File: config.mk
export PLATFORM = sky130hd
export DESIGN_NAME = mp_add_seq
export DESIGN_NICKNAME = d
export VERILOG_FILES = /design/src/rtl/mp_add_pkg.sv /design/src/rtl/mp_add_seq_add_slice.sv /design/src/rtl/mp_add_seq.sv
export SDC_FILE = /design/constraint.sdc
export NUM_CORES = 1
export LEC_CHECK = 0
export ABC_AREA = 1
export CAP_MARGIN = 40
export CORE_MARGIN = 10
export CORE_UTILIZATION = 44
export CTS_CLUSTER_DIAMETER = 60
export DETAILED_ROUTE_END_ITERATION = 16
export HOLD_SLACK_MARGIN = 0.15
export PLACE_DENSITY_LB_ADDON = 0.05
export SLEW_MARGIN = 15
export SYNTH_ARGS = -nofsm -noshare
export SYNTH_HDL_FRONTEND = slang
export SYNTH_SLANG_ARGS = --single-unit
File: constraint.sdc
create_clock -name clk -period 17.4 [get_ports clk]
set_input_delay 1.74 -clock clk [delete_from_list [all_inputs] [get_ports clk]]
set_output_delay 1.74 -clock clk [all_outputs]
set_load 0.1 [all_outputs]
File: src/rtl/mp_add_pkg.sv
// ============================================================================
// Module  : mp_add_pkg
// Purpose : Shared types and helpers for the multi-precision add sequencer.
//           - mp_state_t   : sequencer FSM state encoding
//           - mp_idx_width : width of the word index (clog2, minimum 1 bit)
// Revision: 1.0 - initial release
// ============================================================================
`default_nettype none

package mp_add_pkg;

  typedef enum logic [1:0] {
    MP_IDLE = 2'd0,
    MP_RUN  = 2'd1,
    MP_DONE = 2'd2
  } mp_state_t;

  // A single-word configuration still needs a 1-bit index register.
  function automatic int mp_idx_width(input int words);
    int w;
    w = (words > 1) ? $clog2(words) : 1;
    return w;
  endfunction

endpackage

`default_nettype wire

File: src/rtl/mp_add_seq_add_slice.sv
// ============================================================================
// Module  : add_slice
// Purpose : Combinational N-bit ripple adder slice with carry-in. Also exposes
//           the carry into the slice MSB so the caller can form the signed
//           overflow flag.
// Ports   : i_a, i_b  [N-1:0] addends
//           i_cin             carry in
//           o_sum   [N-1:0]   slice sum
//           o_cout            carry out of bit N-1
//           o_c_msb           carry into bit N-1
// Revision: 1.0 - initial release
// ============================================================================
`default_nettype none

module add_slice
  import mp_add_pkg::*;
#(
  parameter int N = 32
) (
  input  logic [N-1:0] i_a,
  input  logic [N-1:0] i_b,
  input  logic         i_cin,
  output logic [N-1:0] o_sum,
  output logic         o_cout,
  output logic         o_c_msb
);

  // Add the low N-1 bits in an N-bit container; the top bit of the result is
  // exactly the carry into the slice MSB.
  logic [N-1:0] w_low;
  logic         w_msb_a;
  logic         w_msb_b;

  assign w_low   = {1'b0, i_a[N-2:0]} + {1'b0, i_b[N-2:0]} + {{(N-1){1'b0}}, i_cin};
  assign w_msb_a = i_a[N-1];
  assign w_msb_b = i_b[N-1];

  assign o_c_msb = w_low[N-1];
  assign o_sum   = {w_msb_a ^ w_msb_b ^ w_low[N-1], w_low[N-2:0]};
  assign o_cout  = (w_msb_a & w_msb_b) | (w_low[N-1] & (w_msb_a ^ w_msb_b));

endmodule

`default_nettype wire

File: src/rtl/mp_add_seq.sv
// ============================================================================
// Module  : mp_add_seq
// Purpose : Multi-precision add sequencer. Captures two N*WORDS-bit operands
//           and walks one shared N-bit adder slice across them, LS word first,
//           carrying between cycles through a carry register.
// Ports   : clk, rst              clock, async active-high reset
//           in_valid / in_ready   operand handshake
//           in1, in2  [W-1:0]     operands A and B
//           sub                   1 = A-B (only with MP_ADD_SUB_EN)
//           out_valid / out_ready result handshake
//           sum       [W-1:0]     result (qualify with out_valid)
//           cout                  carry out of bit W-1 (1 = no borrow on sub)
//           overflow              two's-complement overflow of the result
// Config  : `define MP_ADD_SUB_EN to add the sub port and subtract support.
// Revision: 1.0 - initial release
// ============================================================================
`default_nettype none

module mp_add_seq
  import mp_add_pkg::*;
#(
  parameter int N     = 32,
  parameter int WORDS = 4
) (
  input  logic               clk,
  input  logic               rst,
  input  logic               in_valid,
  output logic               in_ready,
  input  logic [N*WORDS-1:0] in1,
  input  logic [N*WORDS-1:0] in2,
`ifdef MP_ADD_SUB_EN
  input  logic               sub,
`endif
  output logic               out_valid,
  input  logic               out_ready,
  output logic [N*WORDS-1:0] sum,
  output logic               cout,
  output logic               overflow
);

  localparam int              c_W    = N * WORDS;
  localparam int              c_IW   = mp_idx_width(WORDS);
  localparam logic [c_IW-1:0] c_LAST = c_IW'(WORDS - 1);

  mp_state_t        r_state;
  logic [c_IW-1:0]  r_idx;
  logic [c_W-1:0]   r_a;
  logic [c_W-1:0]   r_b;
  logic             r_carry;
  logic [c_W-1:0]   r_sum;
  logic             r_cout;
  logic             r_ovf;

  logic [N-1:0]     w_a_word;
  logic [N-1:0]     w_b_word;
  logic [N-1:0]     w_b_op;
  logic             w_cin_init;
  logic [N-1:0]     w_s;
  logic             w_co;
  logic             w_cm;

  // Word mux: select word r_idx of each captured operand.
  always_comb begin
    w_a_word = '0;
    w_b_word = '0;
    for (int k = 0; k < WORDS; k++) begin
      if (r_idx == k[c_IW-1:0]) begin
        w_a_word = r_a[k*N +: N];
        w_b_word = r_b[k*N +: N];
      end
    end
  end

`ifdef MP_ADD_SUB_EN
  logic r_sub;

  // A-B = A + ~B + 1: invert B per word and seed the carry with 1.
  assign w_b_op     = w_b_word ^ {N{r_sub}};
  assign w_cin_init = sub;

  always_ff @(posedge clk or posedge rst) begin
    if (rst) begin
      r_sub <= 1'b0;
    end else if (r_state == MP_IDLE && in_valid) begin
      r_sub <= sub;
    end
  end
`else
  assign w_b_op     = w_b_word;
  assign w_cin_init = 1'b0;
`endif

  add_slice #(
    .N (N)
  ) u_slice (
    .i_a     (w_a_word),
    .i_b     (w_b_op),
    .i_cin   (r_carry),
    .o_sum   (w_s),
    .o_cout  (w_co),
    .o_c_msb (w_cm)
  );

  always_ff @(posedge clk or posedge rst) begin
    if (rst) begin
      r_state <= MP_IDLE;
      r_idx   <= '0;
      r_a     <= '0;
      r_b     <= '0;
      r_carry <= 1'b0;
      r_sum   <= '0;
      r_cout  <= 1'b0;
      r_ovf   <= 1'b0;
    end else begin
      case (r_state)
        MP_IDLE: begin
          if (in_valid) begin
            r_a     <= in1;
            r_b     <= in2;
            r_carry <= w_cin_init;
            r_idx   <= '0;
            r_state <= MP_RUN;
          end
        end
        MP_RUN: begin
          for (int k = 0; k < WORDS; k++) begin
            if (r_idx == k[c_IW-1:0]) begin
              r_sum[k*N +: N] <= w_s;
            end
          end
          r_carry <= w_co;
          if (r_idx == c_LAST) begin
            r_cout  <= w_co;
            // Signed overflow: carry into the top bit differs from carry out.
            r_ovf   <= w_cm ^ w_co;
            r_state <= MP_DONE;
          end else begin
            r_idx <= r_idx + 1'b1;
          end
        end
        MP_DONE: begin
          if (out_ready) begin
            r_state <= MP_IDLE;
          end
        end
        default: begin
          r_state <= MP_IDLE;
        end
      endcase
    end
  end

  assign in_ready  = (r_state == MP_IDLE);
  assign out_valid = (r_state == MP_DONE);
  assign sum       = r_sum;
  assign cout      = r_cout;
  assign overflow  = r_ovf;

endmodule

`default_nettype wire
* After elaboration in Yosys (flattened, before gate mapping) *
Cells that the tools add are included.

word-level totals
  output and inout port bits = 132
  logic and storage cells = 57
  input port bits = 260
  register bits = 391

operators by class
  reductions and logical operators = 11
  eq/ne operators = 9
  muxes and demuxes = 17
  add/sub/neg operators = 3
  bitwise operators = 6

operator list
  kind                 number
  $mux 32              8
  $add 31x31->32       1
  $add 32x1->32        1
  $reduce_and 2->1     6
  $mux 2               5
  $eq 2x2->1 const B   3
  $ne 2x2->1 const B   3
  $pmux 2 s3           1
  $reduce_and 3->1     2
  $eq 2x1->1 const B   2
  $logic_not 2->1      2
  $pmux 2 s2           1
  $xor 1x1->1          3
  $add 2x1->2 const B  1
  $and 1x1->1          2
  $ne 2x1->1 const B   1
  $pmux 1 s2           1
  $reduce_bool 2->1    1
  $mux 1               1
  $or 1x1->1           1

* Longest topological paths before layout *
Gate-level depths: netlist of the first run.

  depth in word-level cells = 10
  depth in mapped cells = 27
  mapped depth without buffers = 26

* Hierarchy *
A second synthesis of the first run with hierarchy kept.

unflattened totals
  cells, all modules = 2,631
  area total of the unflattened synthesis = 19,637.6 sq um

modules (own cells, without submodules)
  module      seq. area each (sq um)  instances  cells an instance  area an instance (sq um)
  mp_add_seq  9,784.4                 1          2,156              17,269.1
  add_slice   0.0                     1          475                2,368.5

* Worst setup path before layout of the first run *
No wires, ideal clock.

  path kind = flip-flop to output port
  from = register r_state[1]
  to = output in_ready
  cell stages (with the launch flop) = 2
  data arrival time = 1,707 ps
  path buffers = 0
  setup slack = 13,953 ps
  cell sequence = dfrtp_1 -> nor2_1

on the way
  longest elaborated chain between the ends = 1

RTL lines
  element                   line               text
  start: declaration        mp_add_seq.sv:45   mp_state_t r_state;
  start signal: assignment  mp_add_seq.sv:106  r_state <= MP_IDLE;
  start signal: assignment  mp_add_seq.sv:122  r_state <= MP_RUN;
  start signal: assignment  mp_add_seq.sv:136  r_state <= MP_DONE;
  $logic_not 2->1           mp_add_seq.sv:153  assign in_ready = (r_state == MP_IDLE);
  end: declaration          mp_add_seq.sv:28   output logic in_ready,

No other way between the ends.

* Worst setup path after layout of the first run *
  from = register r_idx[1]
  to = register r_sum[31] (netlist: sum[31])

on the way
  longest elaborated chain between the ends = 8
  elaborated cells between the ends (all ways) = 17
  those cells by class = add/sub (2); eq/ne (3); mux (8); bitwise (2); reduce/logical (2)

RTL lines
  element                         line                                 text
  start: declaration              mp_add_seq.sv:46                     logic [c_IW-1:0] r_idx;
  start signal: assignment        mp_add_seq.sv:138                    r_idx <= r_idx + 1'b1;
  $logic_not 2->1                 mp_add_seq.sv:67, mp_add_seq.sv:127
  $mux 32 (4 in series)           mp_add_seq.sv:67                     if (r_idx == k[c_IW-1:0]) begin
  $add 31x31->32                  mp_add_seq_add_slice.sv:34           assign w_low = {1'b0, i_a[N-2:0]} + {1'b0, i_b[N-2:0]} + {{(N-1){1'b0}}, i_cin};
  $add 32x1->32                   mp_add_seq_add_slice.sv:34
  $xor 1x1->1                     mp_add_seq_add_slice.sv:39           assign o_sum = {w_msb_a ^ w_msb_b ^ w_low[N-1], w_low[N-2:0]};
  end signal: indexed assignment  mp_add_seq.sv:128                    r_sum[k*N +: N] <= w_s;
  end: declaration                mp_add_seq.sv:50                     logic [c_W-1:0] r_sum;

Several ways; a longest one is shown, not always the timed one.
A chain may end at the register's enable or synchronous reset.

==> impl_metrics.json, run 1 <==
{
  "port_buffers": 391,
  "core_sq_um": 42130,
  "drt_iter0_markers": 1631,
  "critPathSlowestCell": "fa_1",
  "min_period_over_period": 0.2773,
  "worstMarginPinSlew_ns": 0.9613,
  "setup_viol": 0,
  "place_area_sq_um": 25630,
  "maxCapViolCount": 0,
  "maxClockFrequency_mhz": 207.3,
  "skew_ns": 0.03825,
  "initial_core_util": 0.4468,
  "dpl.hpwl_um": 52010,
  "synth.distinct_cells": 32,
  "layout_commonest_cell": "nand2_1",
  "gr-total-overflow": 0,
  "required_ns": 17.87,
  "rsz0062_at_grt": "no",
  "final_cell_mix": "nand2_1, dfrtp_1, clkdlybuf4s50_1, inv_1, o21ai_0",
  "vias": 18000,
  "final_util": 0.6450,
  "synth_nets": 2731,
  "die-area_sq_um": 51460,
  "path_clk_slew_ns": 0.06,
  "hold_buffers": 0,
  "arrival_ns": 5.30,
  "ctsResizeCount": 0,
  "path_class": "reg -> reg",
  "wl_per_cell_um": 20.00,
  "synth_area_per_cell_sq_um": 7.735,
  "syn_area_sq_um": 18830,
  "root_buffer": "clkbuf_16",
  "status": "finished clean",
  "postCtsSetupRepairBufs": 0,
  "ios": 392,
  "ys_seq_area_frac": 0.5197,
  "numCtsBuffers": 44,
  "maxSlewViolCount": 0,
  "die_height_um": 226.9,
  "cp_cell_sequence": "inv_1 -> ha_2 -> buf_4 -> buf_16 -> nor2_4 -> buf_4 -> inv_1 -> buf_16 -> o21ai_0 -> o21ai_0 -> a21oi_1 -> ha_1 -> nand2_1 -> inv_1 -> a21oi_1 -> o21bai_1 -> a21oi_1 -> nand2_1 -> inv_1 -> fa_1 -> o21ai_0",
  "nNetsFinal": 3208,
  "slowest_delay_ns": 0.50,
  "drive_above_1_share": 0.09143,
  "ys_seq_elements": 391,
  "postRouteAntennaNets": 0,
  "crit_family": "buffers and inverters",
  "synth_cells": 2434,
  "wl_um": 69690,
  "path_common_cell": "inv_1",
  "period_needed_ns": 4.825,
  "antenna_found_initial": 6,
  "via_per_inst": 5.167,
  "final_cell_area_sq_um": 27170,
  "htree_levels": 2,
  "numClockSinks": 391,
  "fin_hold_ws_ns": 0.4776,
  "grt_use_total": 0.2697,
  "worstSetupStartpointType": "flip-flop",
  "grt_max_degree": 120,
  "yosys_warnings": 0,
  "tns_ns": 0,
  "slew_headroom": 0.3537,
  "hold_path.class": "reg -> reg",
  "clk_path_buf_depth": 3,
  "clk_latency_ns": 0.59,
  "tritoncts": "built",
  "num_rows": 75,
  "gp_congestion": 0.9023,
  "area_growth_pct": 44.34,
  "hold_viol": 0,
  "end_kind": "flip-flop",
  "firstDrtPassIters": 5,
  "grt_pass1_vias": 18300,
  "drc_errors": 0,
  "die_w_um": 226.9,
  "critPathBufInv": 8,
  "fillCellCount": 3556,
  "path_max_fanout": 66,
  "grt_first_pass_wirelength_um": 106800
}
==> Yosys cell counts <==
library cell | count | share of area
a21oi_1 | 88 | 0.023
a21oi_2 | 1 | 0.00047
a221oi_1 | 30 | 0.014
a22oi_1 | 4 | 0.0016
buf_1 | 9 | 0.0018
buf_2 | 48 | 0.013
clkbuf_1 | 65 | 0.013
dfrtp_1 | 391 | 0.52
fa_1 | 3 | 0.0032
ha_1 | 34 | 0.023
inv_1 | 182 | 0.036
inv_2 | 6 | 0.0012
nand2_1 | 1113 | 0.22
nand2_2 | 11 | 0.0037
nand3_1 | 91 | 0.024
nand3_2 | 4 | 0.0021
nand3b_1 | 3 | 0.0012
nand4_1 | 4 | 0.0013
nor2_1 | 106 | 0.021
nor2_2 | 4 | 0.0013
nor2_4 | 3 | 0.0018
nor3_1 | 2 | 0.00053
nor3_2 | 1 | 0.00053
o21ai_0 | 161 | 0.043
o21ai_1 | 18 | 0.0048
o21bai_1 | 5 | 0.0020
o31ai_1 | 32 | 0.013
or2_1 | 1 | 0.00033
xnor2_1 | 8 | 0.0037
xnor2_2 | 1 | 0.00086
xor2_1 | 3 | 0.0014
xor2_2 | 2 | 0.0017
==> registers in the layout (all words and copies together) (netlist names) <==
| name | flops |
|---|---|
| r_idx | 2 |
| r_state | 2 |
| r_a | 128 |
| cout | 1 |
| r_b | 128 |
| sum | 128 |
| r_carry | 1 |
| overflow | 1 |
==> cells by family (layout without fill, tap and decap cells) <==
group,Yosys count,count (layout),synth area share
AND/OR/NAND/NOR,1343,1343,0.2801
flip-flops,391,391,0.5197
AO/OA/AOI/OAI,339,339,0.1017
buffers and inverters,310,818,0.06500
adder cells (fa/ha/maj),37,37,0.02579
XOR/XNOR,14,14,0.007710
other,0,3,0
==> area by class of cell <==
type	count	area [sq um]	area share
clock inverter	15	170.2	0.006262
tap	539	674.4	0.02482
sequential	391	9784	0.3601
multi-input combinational	1733	7839	0.2885
antenna	3	7.507	0.0002763
timing repair buffer	553	6720	0.2473
inverter	188	720.7	0.02652
clock buffer	62	1259	0.04632
==> layer usage <==
layer	track usage	wire (um)
met1	0.3468	29130
met2	0.4424	33420
met3	0.05375	4875
met4	0.09933	2222
met5	0	39
==> per-stage QoR <==
step | worst slack [ns] | cells
after detailed placement | 12.45 | 3398
final | 12.58 | 3484
after CTS | 12.42 | 3475
after global routing | 12.26 | 3483
after floorplan | 4.791 | 2434
after global placement | 12.09 | 3255
==> tightest hold or removal path, delay by kind of cell, from the launching register on <==
family	cells	cell delay, ns
flip-flops	1	0.34
AND/OR/NAND/NOR	2	0.10
==> worst paths after layout <==
check	depth (start not counted)	slack, ns	end	startpoint
min	2	0.48	r_a[88]	r_a[88]
max	21	12.58	sum[31]	r_idx[1]
max reg2reg	21	12.58	sum[31]	r_idx[1]
max in group asynchronous	6	14.16	r_state[1]	rst
min reg2reg	2	0.48	r_a[88]	r_a[88]
min in group asynchronous	3	1.67	r_a[101]	rst
Power of run 1 is left out: the tool's default activity adds up to more than one toggle a clock period on the data nets, which glitch-free logic cannot reach.
==> run 2: changes to the inputs <==
- clock period: 17.4 -> 4.7 ns (I/O delays scaled with it)
==> run 2 against run 1 <==
Effect of this change:
- fmax grew 17%
- non-clock buffer count is 2 lower
- design area shrank 0.16%
- clock-buffer cell count down 3
- wire length increased by 0.36%
- core utilization decreased by 0.10 points
- largest cell class unchanged
==> impl_metrics.json, run 2 (same netlist as run 1, synthesis figures left out) <==
{
  "path_clk_slew_ns": 0.06,
  "path_class": "reg -> reg",
  "hold_buffers": 0,
  "path_max_fanout": 32,
  "nNetsFinal": 3207,
  "wl_per_cell_um": 20.08,
  "maxClockFrequency_mhz": 243.4,
  "maxCapViolCount": 0,
  "hold_viol": 0,
  "drive_above_1_share": 0.09378,
  "root_buffer": "clkbuf_16",
  "setup_viol": 0,
  "dpl.hpwl_um": 52940,
  "worstMarginPinSlew_ns": 0.9060,
  "numClockSinks": 391,
  "skew_ns": 0.02803,
  "tritoncts": "built",
  "required_ns": 5.21,
  "layout_commonest_cell": "nand2_1",
  "via_per_inst": 5.208,
  "post-place-ws_ns": 0.6694,
  "postCtsSetupRepairBufs": 0,
  "worstSetupStartpointType": "flip-flop",
  "status": "finished clean",
  "crit_family": "simple AND/OR/NAND/NOR gates",
  "antenna_found_initial": 1,
  "grt_pass1_vias": 18090,
  "core_sq_um": 42130,
  "htree_levels": 2,
  "final_cell_area_sq_um": 27130,
  "wl_um": 69940,
  "initial_core_util": 0.4468,
  "end_kind": "flip-flop",
  "place_area_sq_um": 25540,
  "slew_headroom": 0.3960,
  "setup_ws_ns": 0.5910,
  "numCtsBuffers": 45,
  "drt_iter0_markers": 1806,
  "vias": 18140,
  "reg2reg_depth": 23,
  "gr-total-overflow": 0,
  "path_common_cell": "inv_1",
  "period_needed_ns": 4.109,
  "clk_latency_ns": 0.59,
  "final_util": 0.6440,
  "final_cell_mix": "nand2_1, dfrtp_1, clkdlybuf4s50_1, inv_1, o21ai_0",
  "cp_cell_sequence": "inv_1 -> ha_1 -> inv_1 -> nor2_4 -> buf_4 -> a221oi_1 -> o31ai_1 -> ha_1 -> nand2_1 -> nor2_2 -> inv_1 -> nor2_1 -> nor2_1 -> nand2_2 -> nand2_1 -> nand2_1 -> inv_1 -> fa_1 -> inv_1 -> nand2_1 -> nor2_1 -> nand3_1 -> nand3_1",
  "critPathBufInv": 6,
  "gp_congestion": 0.9631,
  "maxSlewViolCount": 0,
  "die_height_um": 226.9,
  "arrival_ns": 4.61,
  "slowest_delay_ns": 0.67,
  "die_w_um": 226.9,
  "min_period_over_period": 0.8743,
  "hold_path.class": "in -> async",
  "grt_first_pass_wirelength_um": 107200,
  "ios": 392,
  "die-area_sq_um": 51460,
  "path_depth": 23,
  "clk_path_buf_depth": 3,
  "critPathSlowestCell": "o31ai_1",
  "drc_errors": 0,
  "port_buffers": 391,
  "grt_use_total": 0.2700,
  "postRouteAntennaNets": 0,
  "num_rows": 75,
  "firstDrtPassIters": 6,
  "ctsResizeCount": 0,
  "area_growth_pct": 44.12,
  "grt_max_degree": 192,
  "rsz0062_at_grt": "no"
}
## run 2: cell types whose count changed in the layout (fill, tap and decap cells not counted), moves of 3 or more
cell	before	now
buf_4	13	17
bufinv_16	2	5
buf_16	38	23
buf_8	104	110
buf_12	4	10
clkbuf_1	9	3
## run 2: worst reg2reg max path: stages (launching register included)
cell      delay (ns)
dfrtp_1         0.41
inv_1           0.13
ha_1            0.17
inv_1           0.08
nor2_4          0.09
buf_4           0.35
a221oi_1        0.20
o31ai_1         0.67
ha_1            0.34
nand2_1         0.11
nor2_2          0.16
inv_1           0.07
nor2_1          0.10
nor2_1          0.05
nand2_2         0.08
nand2_1         0.08
nand2_1         0.09
inv_1           0.05
fa_1            0.36
inv_1           0.08
nand2_1         0.08
nor2_1          0.11
nand3_1         0.09
nand3_1         0.09
## run 2: per-layer routing
layer  share of wire  global-route usage  vias up
met3           0.065             0.04031       77
met5               0                   0        -
met1            0.43              0.3573     8768
met2            0.49              0.4515      672
met4           0.022             0.07596        0
li1                -                   -     8624
## run 2: final timing paths
kind / start / to / slack, ns
max: r_idx[0] / overflow / 0.59
min: rst / r_a[41] / 0.22
max reg2reg: r_idx[0] / overflow / 0.59
min reg2reg: sum[97] / sum[97] / 0.47
max in group asynchronous: rst / r_b[86] / 3.37
min in group clk: in2[4] / r_b[4] / 0.42
## run 2: final cells by class
| class | instances | area [sq um] |
|---|---|---|
| fill | 3593 | 15000 |
| antenna | 1 | 2.502 |
| clock buffer | 59 | 1300 |
| inverter | 188 | 716.9 |
| clock inverter | 21 | 289.0 |
| multi-input combinational | 1733 | 7839 |
| sequential | 391 | 9784 |
| timing repair buffer | 551 | 6526 |
| tap | 539 | 674.4 |
## run 2: metrics by stage
step           TNS, ns  hold WS, ns  cells
3_5_place_dp         0       0.4582   3402
6_report             0       0.2195   3483
2_1_floorplan  -402.68       0.4436   2434
4_1_cts              0       0.2037   3482
5_1_grt              0       0.2382   3483
3_3_place_gp         0       0.4530   3267
Power of run 2 is left out for the same reason.
==> run 3: changes to the inputs <==
- GPL_ROUTABILITY_DRIVEN: not set -> 0
==> run 3 against run 2 <==
Effect of this change:
- first-iteration DRC count down 17%
- clock-buffer cell count down 2
- register-to-register slack worse by 0.05 ns
==> impl_metrics.json, run 3 (same netlist as run 1, synthesis figures left out) <==
{
  "path_clk_slew_ns": 0.07,
  "gr-total-overflow": 0,
  "path_max_fanout": 25,
  "maxCapViolCount": 0,
  "hold_buffers": 0,
  "maxClockFrequency_mhz": 240.7,
  "worstMarginPinSlew_ns": 0.8856,
  "root_buffer": "clkbuf_16",
  "final_cell_area_sq_um": 26990,
  "die-area_sq_um": 51460,
  "final_cell_mix": "nand2_1, dfrtp_1, clkdlybuf4s50_1, inv_1, o21ai_0",
  "drive_above_1_share": 0.09153,
  "vias": 18000,
  "die_height_um": 226.9,
  "end_kind": "flip-flop",
  "die_w_um": 226.9,
  "dpl.hpwl_um": 52850,
  "hold_viol": 0,
  "worstSetupStartpointType": "flip-flop",
  "min_period_over_period": 0.8839,
  "antenna_found_initial": 1,
  "grt_first_pass_wirelength_um": 105000,
  "wl_per_cell_um": 19.80,
  "initial_core_util": 0.4468,
  "area_growth_pct": 43.37,
  "rrSetupSlack_ns": 0.55,
  "numCtsBuffers": 43,
  "hold_path.class": "in -> async",
  "tritoncts": "built",
  "drt_iter0_markers": 1496,
  "skew_ns": 0.02433,
  "numClockSinks": 391,
  "cp_cell_sequence": "inv_1 -> ha_1 -> inv_1 -> nor2_4 -> inv_1 -> o21ai_0 -> a22oi_1 -> fa_1 -> inv_1 -> fa_1 -> nand3_1 -> nand3_1 -> nand3_1 -> nand3_2 -> xor2_1 -> nand2_1 -> nand2_1",
  "clk_path_buf_depth": 3,
  "status": "finished clean",
  "wl_um": 68890,
  "path_common_cell": "inv_1",
  "reg2reg_depth": 17,
  "period_needed_ns": 4.154,
  "maxSlewViolCount": 0,
  "path_class": "reg -> reg",
  "rsz0062_at_grt": "no",
  "port_buffers": 391,
  "postRouteAntennaNets": 0,
  "num_rows": 75,
  "arrival_ns": 4.65,
  "core_sq_um": 42130,
  "critPathSlowestCell": "inv_1",
  "layout_commonest_cell": "nand2_1",
  "htree_levels": 2,
  "slew_headroom": 0.4089,
  "via_per_inst": 5.173,
  "postCtsSetupRepairBufs": 0,
  "ctsResizeCount": 0,
  "drc_errors": 0,
  "ios": 392,
  "grt_max_degree": 151,
  "grt_pass1_vias": 18050,
  "firstDrtPassIters": 5,
  "setup_viol": 0,
  "slowest_delay_ns": 0.62,
  "nNetsFinal": 3202,
  "place_area_sq_um": 25560,
  "required_ns": 5.20,
  "grt_use_total": 0.2647,
  "clk_latency_ns": 0.58
}
==> run 3: final timing paths <==
path | from | to
min in group clk | in1[52] | r_a[52]
min | rst | r_a[87]
max reg2reg | r_idx[0] | sum[76]
min reg2reg | sum[66] | sum[66]
max | r_idx[0] | sum[76]
max in group asynchronous | rst | sum[57]
==> run 3: final cells by class <==
type	count	area, sq um
Fill cell	3603	15140
Sequential cell	391	9784
Multi-Input combinational cell	1733	7839
Timing Repair Buffer	548	6569
Clock buffer	57	1209
Inverter	188	716.9
Tap cell	539	674.4
Clock inverter	22	197.7
Antenna cell	1	2.502
==> run 3: routing by layer <==
metal  up-vias  routed length [um]  global-route usage
met2       675               32470              0.4251
li1       8612                   -                   -
met4         0                2299             0.09370
met3       106                5120             0.05607
met5         -                   0                   0
met1      8603               29000              0.3475
==> run 3: critical path: cells and delay by family (launching register included) <==
| family | cells | cell delay, ns |
|---|---|---|
| buffers and inverters | 4 | 0.94 |
| adders and majority gates | 3 | 0.93 |
| and+or+nand+nor | 7 | 0.77 |
| xor gates and xnor gates | 1 | 0.56 |
| AOI/OAI and AO/OA | 2 | 0.48 |
| DFF | 1 | 0.39 |
==> run 3: metrics by stage <==
step / setup slack [ns] / setup TNS [ns] / hold WS, ns / utilization / std cells
6_report: 0.5455 / 0 / 0.3777 / 0.6406 / 3479
5_1_grt: 0.1908 / 0 / 0.4136 / 0.6406 / 3479
4_1_cts: 0.5341 / 0 / 0.3733 / 0.6399 / 3477
3_5_place_dp: 0.6021 / 0 / 0.4605 / 0.6065 / 3398
3_3_place_gp: 0.6898 / 0 / 0.4539 / 0.5497 / 3263
2_1_floorplan: -1.030 / -402.68 / 0.4436 / - / 2434
Power of run 3 is left out for the same reason.
